$ cat config.mk
export PLATFORM = sky130hd
export DESIGN_NAME = nes_pad_receiver
export DESIGN_NICKNAME = d
export VERILOG_FILES = /design/src/rtl/nes_pad_receiver.sv
export SDC_FILE = /design/constraint.sdc
export NUM_CORES = 1
export LEC_CHECK = 0
export ABC_AREA = 0
export CAP_MARGIN = 20
export CORE_MARGIN = 2
export CORE_UTILIZATION = 65
export DETAILED_ROUTE_END_ITERATION = 7
export DONT_BUFFER_PORTS = 1
export PLACE_DENSITY = 0.84
export SLEW_MARGIN = 20
export SYNTH_ARGS = -nofsm -noshare
export SYNTH_HDL_FRONTEND = slang
export SYNTH_SLANG_ARGS = --single-unit
$ cat constraint.sdc
create_clock -name clk -period 4.1 [get_ports clk]
set_clock_uncertainty 0.15 [all_clocks]
set_input_delay 0.82 -clock clk [delete_from_list [all_inputs] [get_ports clk]]
set_output_delay 0.82 -clock clk [all_outputs]
set_load 0.02 [all_outputs]
$ cat src/rtl/nes_pad_receiver.sv
// Serial game-pad receiver for NES (8-bit) and SNES (16-bit) controllers.
// One poll per start pulse: latch strobe, then BUTTONS low/high serial clock phases, sampling
// every pad's data line at the end of each low phase. The result is presented as registered
// button state plus one-cycle newly-pressed flags qualified by valid.
//
// Ports:
//   clk       system clock
//   reset     asynchronous active-high reset
//   start     poll request pulse (ignored while a poll is in flight)
//   nes_data  one active-low serial data line per pad
//   nes_latch latch strobe shared by all pads (registered)
//   nes_clk   serial clock shared by all pads (registered)
//   buttons   current state, 1 = pressed, pad p bit i at [p*BUTTONS+i]
//   pressed   newly-pressed flags, non-zero only while valid is high
//   valid     one-cycle pulse when buttons/pressed update
//   busy      high from start acceptance until valid
module nes_pad_receiver #(
  parameter int unsigned NUM_PADS    = 1,
  parameter int unsigned BUTTONS     = 8,
  parameter int unsigned HALF_PERIOD = 150
) (
  input  logic                          clk,
  input  logic                          reset,
  input  logic                          start,
  input  logic [NUM_PADS-1:0]           nes_data,
  output logic                          nes_latch,
  output logic                          nes_clk,
  output logic [NUM_PADS*BUTTONS-1:0]   buttons,
  output logic [NUM_PADS*BUTTONS-1:0]   pressed,
  output logic                          valid,
  output logic                          busy
);

  localparam int unsigned Width  = NUM_PADS * BUTTONS;
  // The phase counter also times the latch, which spans two half periods.
  localparam int unsigned PhaseW = $clog2(2 * HALF_PERIOD);
  localparam int unsigned CntW   = (BUTTONS > 1) ? $clog2(BUTTONS) : 1;

  localparam logic [PhaseW-1:0] LatchLast = PhaseW'(2 * HALF_PERIOD - 1);
  localparam logic [PhaseW-1:0] HalfLast  = PhaseW'(HALF_PERIOD - 1);
  localparam logic [CntW-1:0]   BitLast   = CntW'(BUTTONS - 1);

  typedef enum logic [2:0] {
    StIdle,
    StLatch,
    StLow,
    StHigh,
    StDone
  } state_e;

  state_e              state_q, state_d;
  logic [PhaseW-1:0]   phase_q, phase_d;
  logic [CntW-1:0]     bit_cnt_q, bit_cnt_d;
  logic [Width-1:0]    shift_q, shift_d;
  logic                latch_q, latch_d;
  logic                sclk_q, sclk_d;
  logic [Width-1:0]    buttons_q, buttons_d;
  logic [Width-1:0]    pressed_q, pressed_d;
  logic                valid_q, valid_d;
  logic                busy_q, busy_d;

  always_comb begin
    state_d   = state_q;
    phase_d   = phase_q;
    bit_cnt_d = bit_cnt_q;
    shift_d   = shift_q;
    latch_d   = latch_q;
    sclk_d    = sclk_q;
    buttons_d = buttons_q;
    pressed_d = '0;
    valid_d   = 1'b0;
    busy_d    = busy_q;

    case (state_q)
      StIdle: begin
        if (start) begin
          state_d   = StLatch;
          phase_d   = '0;
          bit_cnt_d = '0;
          latch_d   = 1'b1;
          busy_d    = 1'b1;
        end
      end
      StLatch: begin
        if (phase_q == LatchLast) begin
          state_d = StLow;
          phase_d = '0;
          latch_d = 1'b0;
        end else begin
          phase_d = phase_q + 1'b1;
        end
      end
      StLow: begin
        if (phase_q == HalfLast) begin
          phase_d = '0;
          // All pads sampled on the same edge into the current bit slot.
          for (int p = 0; p < NUM_PADS; p++) begin
            for (int i = 0; i < BUTTONS; i++) begin
              if (bit_cnt_q == CntW'(i)) begin
                shift_d[p*BUTTONS+i] = nes_data[p];
              end
            end
          end
          if (bit_cnt_q == BitLast) begin
            state_d = StDone;
          end else begin
            state_d = StHigh;
            sclk_d  = 1'b1;
          end
        end else begin
          phase_d = phase_q + 1'b1;
        end
      end
      StHigh: begin
        if (phase_q == HalfLast) begin
          state_d   = StLow;
          phase_d   = '0;
          sclk_d    = 1'b0;
          bit_cnt_d = bit_cnt_q + 1'b1;
        end else begin
          phase_d = phase_q + 1'b1;
        end
      end
      StDone: begin
        // Data lines are active-low; an unplugged pad floats high and reads as released.
        buttons_d = ~shift_q;
        pressed_d = ~shift_q & ~buttons_q;
        valid_d   = 1'b1;
        busy_d    = 1'b0;
        state_d   = StIdle;
      end
      default: state_d = StIdle;
    endcase
  end

  always_ff @(posedge clk or posedge reset) begin
    if (reset) begin
      state_q   <= StIdle;
      phase_q   <= '0;
      bit_cnt_q <= '0;
      shift_q   <= '0;
      latch_q   <= 1'b0;
      sclk_q    <= 1'b0;
      buttons_q <= '0;
      pressed_q <= '0;
      valid_q   <= 1'b0;
      busy_q    <= 1'b0;
    end else begin
      state_q   <= state_d;
      phase_q   <= phase_d;
      bit_cnt_q <= bit_cnt_d;
      shift_q   <= shift_d;
      latch_q   <= latch_d;
      sclk_q    <= sclk_d;
      buttons_q <= buttons_d;
      pressed_q <= pressed_d;
      valid_q   <= valid_d;
      busy_q    <= busy_d;
    end
  end

  assign nes_latch = latch_q;
  assign nes_clk   = sclk_q;
  assign buttons   = buttons_q;
  assign pressed   = pressed_q;
  assign valid     = valid_q;
  assign busy      = busy_q;

endmodule

==> run metrics, run 1 <==
status completed; DR iter-0 viols 76; Crit. End Element register; commonest non-fill, non-tap cell in the layout dfrtp_1; DIE HEIGHT 59.9 microns; number of antenna violations at the first check in global routing 0; maxcap violations 0; Slew @ Worst Pin 0.917 ns; placed cell count 216; routed vias 1,404; RSZ-0062 raised after global routing false; depth of the worst register-to-register path 6; total global routing overflow 0; Post-DRT Antenna Nets 0; Worst-Skew Late Latency 0.36 ns; max_slew headroom 0.385; Post-CTS Hold Fix Bufs 0; Avg Vias per Cell 6.27; dpl hpwl 2.62 mm; crit path max fanout 12; die area 3590 sq um; Cell Pwr Density 550 nW/um^2; drc violations 0; Clock Root Buffer clkbuf_4; # nets final 202; CP Launch Type register; WP data required 4.24 ns; fin crit share 0.508; WHS 0.258 ns; WL/cell 15.7 microns; post-synthesis mux area share 0.0444; Synth Area in Compound Gates 0.118; register area share after synthesis 0.530; Final Util 0.700; Initial Utilization 0.676; Slew Viols, Final 0; Placed Area 2040 sq um; Peak VDD IR 0.341 mV; number of global-route vias before repair 1,373; Fmax 481 MHz; fin cells 224; Hold Crit Class input port to async pin; Core ar. 3000 sq um; Final Critical Period 2.08 ns; 1st-pass router iterations 4; Comb pwr share 0.246; Mapped Area 2030 sq um; Synth Flop Type dfrtp_1; die span in x 59.9 microns; final wirelength 3.52 mm; total internal power 0.716 mW; Design Area, Final 2100 sq um; yosys warns 0; sequential cell fraction of total power 0.571; power share of the clock group 0.183; largest net degree at the start of global routing 30; simple-gate portion of the synthesized area 0.218; Placer Congestion 0.897; layout cells sized above 1 0.0995; TritonCTS clock tree built; Netlist cell types 35; largest family of logic cells by synthesized area simple AND/OR/NAND/NOR gates; setup TNS 0 ns; placement row count 20; # resized after CTS 0; worst path arrival time 2.22 ns; final hold vios 0; Setup Fix Bufs, Post-CTS 0; CTS buffer count 5; Lkg Pwr 0.913 nW; Net Sw Power 0.440 mW; clock buffer depth 2; GRT Total Usage 0.233; PortBufs 0; Mapped Cells 191; first-pass GRT wire length 6.21 mm; diode count 0; count of final setup violators 0; Synth Area in Adders 0.0493; Layout area overhead 3.51%; flops & latches, synth 43; IO Count 24; Reg clk slew, reported paths 0.14 ns; most frequent cells in the layout dfrtp_1, nand2_1, nand3_1; Post-synth EDFFs 0; H-tree levels 2; sw frac 0.381; Sink Count 43; Synth Area in XOR/XNOR 0; post-synthesis average cell area 10.6 sq um; Post-synth ARST share 1.00; syn nets 203; critical path class register to register
==> layer usage <==
metal / global-route usage / wire (microns)
met1: 0.324 / 1610
met2: 0.346 / 1660
met3: 0.0693 / 187
met4: 0.0857 / 68
met5: 0 / 0
==> power by group through the flow <==
stage | registers (mW) | clock network, mW | logic, mW
finish | 0.660 | 0.211 | 0.284
global route | 0.680 | 0.237 | 0.320
CTS | 0.659 | 0.214 | 0.286
detailed placement | 0.668 | 0 | 0.284
global placement | 0.661 | 0 | 0.266
floorplan | 0.608 | 0 | 0.274
==> sequential cells by signal, indices dropped and copies added, names as in the netlist <==
register and flops:
nes_clk 1, shift_q 8, phase_q 9, state_q 3, busy 1, valid 1, pressed 8, bit_cnt_q 3
nes_latch 1, buttons 8
==> cell usage after synthesis, types with 4 or more instances <==
| library cell | count | share of area |
|---|---|---|
| nand2_1 | 23 | 0.043 |
| dfrtp_1 | 43 | 0.53 |
| a21oi_1 | 4 | 0.0099 |
| o22ai_1 | 4 | 0.012 |
| inv_1 | 11 | 0.020 |
| o21ai_0 | 13 | 0.032 |
| ha_1 | 8 | 0.049 |
| clkbuf_1 | 4 | 0.0074 |
| mux2_1 | 8 | 0.044 |
| nand3_1 | 16 | 0.039 |
| buf_2 | 5 | 0.012 |
| o21ai_1 | 6 | 0.015 |
| nor3_1 | 14 | 0.035 |
==> cell type report <==
| cell class | count | area (sq um) |
|---|---|---|
| clock buffers | 5 | 37.5 |
| clock inverters | 3 | 25.0 |
| fillers | 218 | 902 |
| inverters | 11 | 41.3 |
| multi-input cells | 128 | 872 |
| flip-flops and latches | 43 | 1080 |
| well taps | 33 | 41.3 |
| repair buffers | 1 | 7.51 |
==> kinds of logic (layout without fill, tap and decap cells) <==
| logic type | after synthesis | after routing |
|---|---|---|
| and+or+nand+nor | 73 | 73 |
| adders and majority gates | 8 | 8 |
| buffers and inverters | 20 | 20 |
| AOI/OAI and AO/OA | 39 | 39 |
| muxes | 8 | 8 |
| DFF | 43 | 43 |
==> worst max-delay path, stage by stage (launching register included) <==
cell	delay [ns]
dfrtp_1	0.44
inv_1	0.11
ha_1	0.19
nand4bb_4	0.15
o21ba_1	0.35
or4_1	0.52
o21ai_1	0.09
==> final timing paths <==
path                                        startpoint                endpoint  slack [ns]
worst max-delay path            phase_q[1]$_DFFE_PP0P_  state_q[0]$_DFFE_PP0P_        2.02
worst min-delay path                             reset  buttons[3]$_DFFE_PP0P_        0.26
worst max register to register  phase_q[1]$_DFFE_PP0P_  state_q[0]$_DFFE_PP0P_        2.02
worst min register to register  shift_q[1]$_DFFE_PP0P_    pressed[1]$_DFF_PP0_        0.31
max in group asynchronous                        reset  phase_q[7]$_DFFE_PP0P_        2.87
min in group clk                shift_q[1]$_DFFE_PP0P_    pressed[1]$_DFF_PP0_        0.31
==> per-stage QoR <==
stage / setup WS (ns) / power (mW)
6_report: 2.02 / 1.16
3_3_place_gp: 2.15 / 0.927
2_1_floorplan: 2.13 / 0.882
4_1_cts: 2.03 / 1.16
5_1_grt: 1.90 / 1.24
3_5_place_dp: 2.06 / 0.952
Power figures use the tool's default switching activity.
==> run 2, diff against run 1 <==
--- a/config.mk
+++ b/config.mk
@@ -8,10 +8,10 @@
 export ABC_AREA = 0
 export CAP_MARGIN = 20
 export CORE_MARGIN = 2
-export CORE_UTILIZATION = 65
+export CORE_UTILIZATION = 56
 export DETAILED_ROUTE_END_ITERATION = 7
 export DONT_BUFFER_PORTS = 1
-export PLACE_DENSITY = 0.84
+export PLACE_DENSITY = 0.77
 export SLEW_MARGIN = 20
 export SYNTH_ARGS = -nofsm -noshare
 export SYNTH_HDL_FRONTEND = slang
==> constraint.sdc (replaced) <==
create_clock -name clk -period 1.8 [get_ports clk]
set_clock_uncertainty 0.15 [all_clocks]
set_input_delay 0.36 -clock clk [delete_from_list [all_inputs] [get_ports clk]]
set_output_delay 0.36 -clock clk [all_outputs]
set_load 0.02 [all_outputs]
==> run 2 against run 1 <==
  * The flow now finishes with violations (setup timing)
  * First-iteration DRC count up 37%
  * Global-route usage hardly changed
  * Die area up 15%
  * Via count rose by 13%
  * Worst hold slack got worse by 0.11 ns
  * Flip-flop and latch count unchanged
  * Maximum frequency up 12%
  * Critical endpoint is now bit_cnt_q[2]$_DFFE_PP0P_
  * Highest routed layer unchanged
==> run metrics, run 2 (synthesized netlist as in run 1, its figures left out) <==
TritonCTS clock tree built; Sink Count 43 (unchanged); Final Util 0.722 (+0.0224); layout cells sized above 1 0.311 (+0.211); startpoint of the worst register-to-register path phase_q[1]$_DFFE_PP0P_; Final WS setup -0.0572 ns (-2.08 ns); Worst R2R End bit_cnt_q[2]$_DFFE_PP0P_; sw frac 0.389 (+0.00796); count of final setup violators 9 (+9); DR iter-0 viols 104 (+37%); sequential cell fraction of total power 0.470 (-0.101); Post-DRT Antenna Nets 0 (unchanged); total global routing overflow 0 (unchanged); CP Launch Type register; GRT Total Usage 0.234 (+0.000364); crit path launch phase_q[1]$_DFFE_PP0P_; # nets final 230 (+14%); crit path max fanout 7 (-5); WP data required 1.91 ns (-2.33 ns); largest net degree at the start of global routing 44 (+47%); max_slew headroom 0.651 (+0.266); Hold Crit Class input port to register; Sequential cell area 1080 sq um (+0.12%); placement row count 21 (+5.0%); die area 4120 sq um (+15%); routed vias 1,593 (+13%); number of antenna violations at the first check in global routing 0 (unchanged); Peak VDD IR 0.653 mV (+91%); Initial Utilization 0.594 (-0.0817); Crit path largest cell delay 0.61 ns (+0.09 ns); Avg Vias per Cell 6.01 (-4.1%); Net Sw Power 1.21 mW (+170%); final wirelength 4.65 mm (+32%); Largest register FFs 9 (unchanged); IO Count 24 (unchanged); worst reg-to-reg setup slack -0.06 ns (-2.08 ns); drc violations 0 (unchanged); critical path, cell by cell inv_2 -> ha_4 -> nand4bb_4 -> or4_4 -> nand3_1 -> o21ai_1; Fmax 538 MHz (+12%); DIE HEIGHT 64.2 microns (+7.2%); Slew Viols, Final 0 (unchanged); violated checks setup timing; critical path class register to register; Worst-Skew Late Latency 0.37 ns (about the same); maxcap violations 0 (unchanged); status finished with violations; area of the multi-input gates 991 sq um (+14%); RSZ-0062 raised after global routing true; H-tree levels 2 (unchanged); commonest non-fill, non-tap cell in the layout dfrtp_1; number of global-route vias before repair 1,565 (+14%); CTS buffer count 5 (unchanged); power share of the clock group 0.159 (-0.024); Clock Root Buffer clkbuf_4; critical path's slowest cell or4_4; Layout area overhead 21.5%; Crit. End Element register; Core ar. 3420 sq um (+14%); first-pass GRT wire length 7.21 mm (+16%); Placer Congestion 0.833 (-7.1%); PortBufs 0 (unchanged); total internal power 1.90 mW (+170%); depth of the worst register-to-register path 6 (unchanged); most frequent cells in the layout dfrtp_1, nand2_1, buf_4; Slew @ Worst Pin 0.524 ns (-0.393 ns); setup TNS -0.191 ns (-0.191 ns); die span in x 64.2 microns (+7.2%); clock buffer depth 2 (unchanged); # fillers 238 (+9.2%); fin crit share 1.03 (+0.524); Biggest register phase_q; WL/cell 17.6 microns (+12%); Lkg Pwr 1.10 nW (+20%); Critical Path End bit_cnt_q[2]$_DFFE_PP0P_; 1st-pass router iterations 4 (unchanged); dpl hpwl 2.94 mm (+12%); Final Critical Period 1.86 ns (-0.224 ns); worst path arrival time 1.97 ns (-0.25 ns); final hold vios 0 (unchanged); Comb pwr share 0.371 (+0.125); diode count 0 (unchanged); Reg clk slew, reported paths 0.13 ns (about the same); Cell Pwr Density 1260 nW/um^2 (+130%)
==> run 2: cell types whose count changed in the layout (fill, tap and decap cells not counted), moves of 2 or more <==
cell	before	now
clkinv_4	2	0
o21ai_2	0	2
ha_1	8	5
nand3_2	0	3
dlygate4sd3_1	0	2
buf_6	0	4
or4_1	2	0
mux2_1	8	3
mux2_4	0	5
nand3_1	16	12
o21ai_1	6	4
buf_4	1	23
ha_2	0	2
or4_4	0	2
==> run 2: how the worst min path moves through the flow <==
| stage | start | endpoint | slack [ns] | cells past startpoint |
|---|---|---|---|---|
| final | start | busy$_DFFE_PP0P_ | 0.15 | 2 |
| after global routing | start | busy$_DFFE_PP0P_ | 0.15 | 2 |
| after CTS | start | busy$_DFFE_PP0P_ | 0.12 | 2 |
| after detailed placement | reset | buttons[3]$_DFFE_PP0P_ | 0.26 | 2 |
| after global placement | reset | phase_q[2]$_DFFE_PP0P_ | 0.26 | 2 |
| after floorplan | shift_q[0]$_DFFE_PP0P_ | pressed[0]$_DFF_PP0_ | 0.28 | 1 |
==> run 2: power by group through the flow <==
stage	Combinational, mW	Clock, mW	Sequential, mW
finish	1.15	0.495	1.46
floorplan	0.624	0	1.39
CTS	1.01	0.507	1.44
global route	1.25	0.541	1.48
global placement	0.892	0	1.43
detailed placement	0.934	0	1.44
==> run 2: layer usage <==
layer	track usage	wire, microns	vias to the layer above
met5	0	0	-
met4	0.106	140	0
met3	0.0581	280	17
met2	0.410	2420	57
met1	0.267	1820	790
li1	-	-	729
==> run 2: timing repair <==
item,4_1_cts,5_1_grt
hold endpoints to repair,51,0
pin swaps,3,5
resized for setup,9,23
hold buffers,2,0
buffers inserted,1,1
setup endpoints to repair,15,22
==> run 2: area by class of cell <==
| type | instances | share of cell area |
|---|---|---|
| tap | 46 | 0.0233 |
| inverter | 11 | 0.0167 |
| clock inverter | 3 | 0.00964 |
| sequential | 43 | 0.437 |
| clock buffer | 5 | 0.0152 |
| timing repair buffer | 29 | 0.0964 |
| multi-input combinational | 128 | 0.402 |
==> run 2: worst max-delay path: cells and delay by family (launching register included) <==
family | cells | cell delay [ns]
and+or+nand+nor | 3 | 0.88
DFF | 1 | 0.41
adders and majority gates | 1 | 0.15
buffers and inverters | 1 | 0.09
AOI/OAI and AO/OA | 1 | 0.08
==> run 2: stage by stage <==
stage	hold slack [ns]	total power, mW	instance area [sq um]	instances	setup WS (ns)
after floorplan	0.276	2.01	2030	191	-0.00560
after global placement	0.259	2.32	2230	253	-0.0289
after detailed placement	0.265	2.38	2230	253	-0.0709
after CTS	0.115	2.96	2360	264	0.00269
after global routing	0.154	3.28	2470	265	-0.128
final	0.151	3.11	2470	265	-0.0572
==> run 3, diff against run 2 <==
--- a/config.mk
+++ b/config.mk
@@ -8,10 +8,10 @@
 export ABC_AREA = 0
 export CAP_MARGIN = 20
 export CORE_MARGIN = 2
-export CORE_UTILIZATION = 56
+export CORE_UTILIZATION = 62
 export DETAILED_ROUTE_END_ITERATION = 7
 export DONT_BUFFER_PORTS = 1
-export PLACE_DENSITY = 0.77
+export PLACE_DENSITY = 0.81
 export SLEW_MARGIN = 20
 export SYNTH_ARGS = -nofsm -noshare
 export SYNTH_HDL_FRONTEND = slang
==> constraint.sdc (replaced) <==
create_clock -name clk -period 1.84 [get_ports clk]
set_clock_uncertainty 0.15 [all_clocks]
set_input_delay 0.368 -clock clk [delete_from_list [all_inputs] [get_ports clk]]
set_output_delay 0.368 -clock clk [all_outputs]
set_load 0.02 [all_outputs]
==> run 3 against run 2 <==
  * The flow still finishes with violations (setup timing)
  * Non-clock buffer count up 1
  * Cell count shrank 0.38%
  * Critical path depth rose by 1
  * Largest power group unchanged
==> run metrics, run 3 (synthesized netlist as in run 1, its figures left out) <==
status finished with violations; violated checks setup timing; layout cells sized above 1 0.309 (-0.00141); WHS 0.176 ns (+0.0247 ns); area of the multi-input gates 992 sq um (+0.13%); Hold Crit Class input port to register; CP Launch Type register; Sequential cell area 1080 sq um (unchanged); IO Count 24 (unchanged); routed vias 1,566 (-1.7%); most frequent cells in the layout dfrtp_1, buf_4, nand2_1; Largest register FFs 9 (unchanged); Biggest register phase_q; Crit. End Element register; fin crit share 1.05 (+0.0196); crit path max fanout 8 (+1); Sink Count 43 (unchanged); placed cell count 252 (-0.40%); Worst-Skew Late Latency 0.35 ns (-0.02 ns); Layout area overhead 22.7%; Slew @ Worst Pin 0.358 ns (-0.166 ns); Fmax 517 MHz (-4.0%); Reg clk slew, reported paths 0.12 ns (about the same); critical hold path startpoint start; CTS buffer count 5 (unchanged); die area 3750 sq um (-9.1%); H-tree levels 2 (unchanged); Hold Path Cell Cnt 2 (unchanged); Final WS setup -0.0946 ns (-0.0374 ns); TritonCTS clock tree built; Clock Root Buffer clkbuf_4; Design Area, Final 2490 sq um (+0.96%); critical path class register to register; worst path arrival time 2.03 ns (+0.06 ns); crit path launch phase_q[1]$_DFFE_PP0P_; Post-DRT Antenna Nets 0 (unchanged); count of final setup violators 8 (-1); WL/cell 17.3 microns (-1.6%); final wirelength 4.56 mm (-2.0%); Placer Congestion 0.912 (+9.5%); Final Critical Period 1.93 ns (+0.0774 ns); number of global-route vias before repair 1,444 (-7.7%); Peak VDD IR 0.812 mV (+24%); GRT Total Usage 0.257 (+0.0235); final hold vios 0 (unchanged); DR iter-0 viols 125 (+20%); Avg Vias per Cell 5.93 (-1.3%); DIE HEIGHT 61.2 microns (-4.7%); fin cells 264 (-0.38%); Cell Pwr Density 1260 nW/um^2 (+0.16%); depth of the worst register-to-register path 7 (+1); maxcap violations 0 (unchanged); 1st-pass router iterations 4 (unchanged); Core ar. 3080 sq um (-9.9%); PortBufs 0 (unchanged); total global routing overflow 0 (unchanged); setup TNS -0.640 ns (-0.449 ns); # fillers 188 (-21%); Hold EP busy$_DFFE_PP0P_; worst reg-to-reg setup slack -0.09 ns (-0.04 ns); commonest non-fill, non-tap cell in the layout dfrtp_1; first-pass GRT wire length 6.91 mm (-4.2%); startpoint of the worst register-to-register path phase_q[1]$_DFFE_PP0P_; Worst R2R End shift_q[2]$_DFFE_PP0P_; Place WS -0.0332 ns (+0.0377 ns); Placed Area 2240 sq um (+0.22%); WP data required 1.93 ns (+0.02 ns); max_slew headroom 0.761 (+0.110); placement row count 20 (-4.8%); total power draw 3.14 mW (+1.1%); dpl hpwl 3.05 mm (+3.9%); Slew Viols, Final 0 (unchanged); clock buffer depth 2 (unchanged); die span in x 61.2 microns (-4.7%); Initial Utilization 0.659 (+0.0652); RSZ-0062 raised after global routing true; drc violations 0 (unchanged); largest net degree at the start of global routing 31 (-30%); # nets final 231 (+0.43%); Lkg Pwr 1.12 nW (+2.2%); diode count 0 (unchanged); Final Util 0.809 (+0.0870); number of antenna violations at the first check in global routing 0 (unchanged)
run 3: changes by cell type in the layout (fill, tap and decap cells not counted), moves of 2 or more:
| cell | delta |
|---|---|
| o21ai_1 | +2 |
| o21ai_2 | -2 |
| mux2_4 | +2 |
| buf_6 | -2 |
| nand3_2 | +3 |
| nand3_1 | -2 |
| ha_2 | -2 |
| clkinvlp_4 | -2 |
| mux2_1 | -2 |
| buf_4 | +3 |
run 3: how the worst max path moves through the flow:
stage / end / slack (ns) / depth (start not counted)
3_3_place_gp: bit_cnt_q[2]$_DFFE_PP0P_ / 0.03 / 6
3_5_place_dp: bit_cnt_q[1]$_DFFE_PP0P_ / -0.03 / 6
5_1_grt: shift_q[3]$_DFFE_PP0P_ / -0.14 / 7
6_report: shift_q[2]$_DFFE_PP0P_ / -0.09 / 7
4_1_cts: shift_q[7]$_DFFE_PP0P_ / -0.006 / 7
2_1_floorplan: bit_cnt_q[0]$_DFFE_PP0P_ / 0.01 / 7
run 3: layer usage:
layer / GRT usage / wire [microns] / part of all wire
met5: 0 / 0 / 0
met3: 0.0567 / 220 / 0.048
met2: 0.430 / 2390 / 0.52
met1: 0.321 / 1850 / 0.40
met4: 0.109 / 99 / 0.022
run 3: power by group:
| group | leakage, nW | internal [mW] | switching, mW | total, mW |
|---|---|---|---|---|
| clock | 0.0482 | 0.321 | 0.299 | 0.620 |
| sequential | 0.546 | 1.13 | 0.310 | 1.44 |
| combinational | 0.526 | 0.548 | 0.531 | 1.08 |
run 3: cell type report:
type	instances	area share
clock buffer	6	0.0206
clock inverter	2	0.0141
inverter	11	0.0166
multi-input combinational	128	0.398
sequential	43	0.433
tap	44	0.0221
timing repair buffer	30	0.0955
run 3: critical path, cell delays in order, from the launching register on:
cell and delay [ns]:
dfrtp_1 0.41, inv_2 0.08, ha_4 0.14, nand4bb_4 0.15
nor4_4 0.31, buf_6 0.19, nand3_2 0.09, mux2_4 0.31
run 3: timing repair:
action,in CTS,in global routing
setup endpoints to repair,5,18
hold endpoints to repair,49,8
hold buffers,1,1
gates resized for setup,6,24
pin swaps,1,5
setup buffers,0,3
gates cloned,0,0
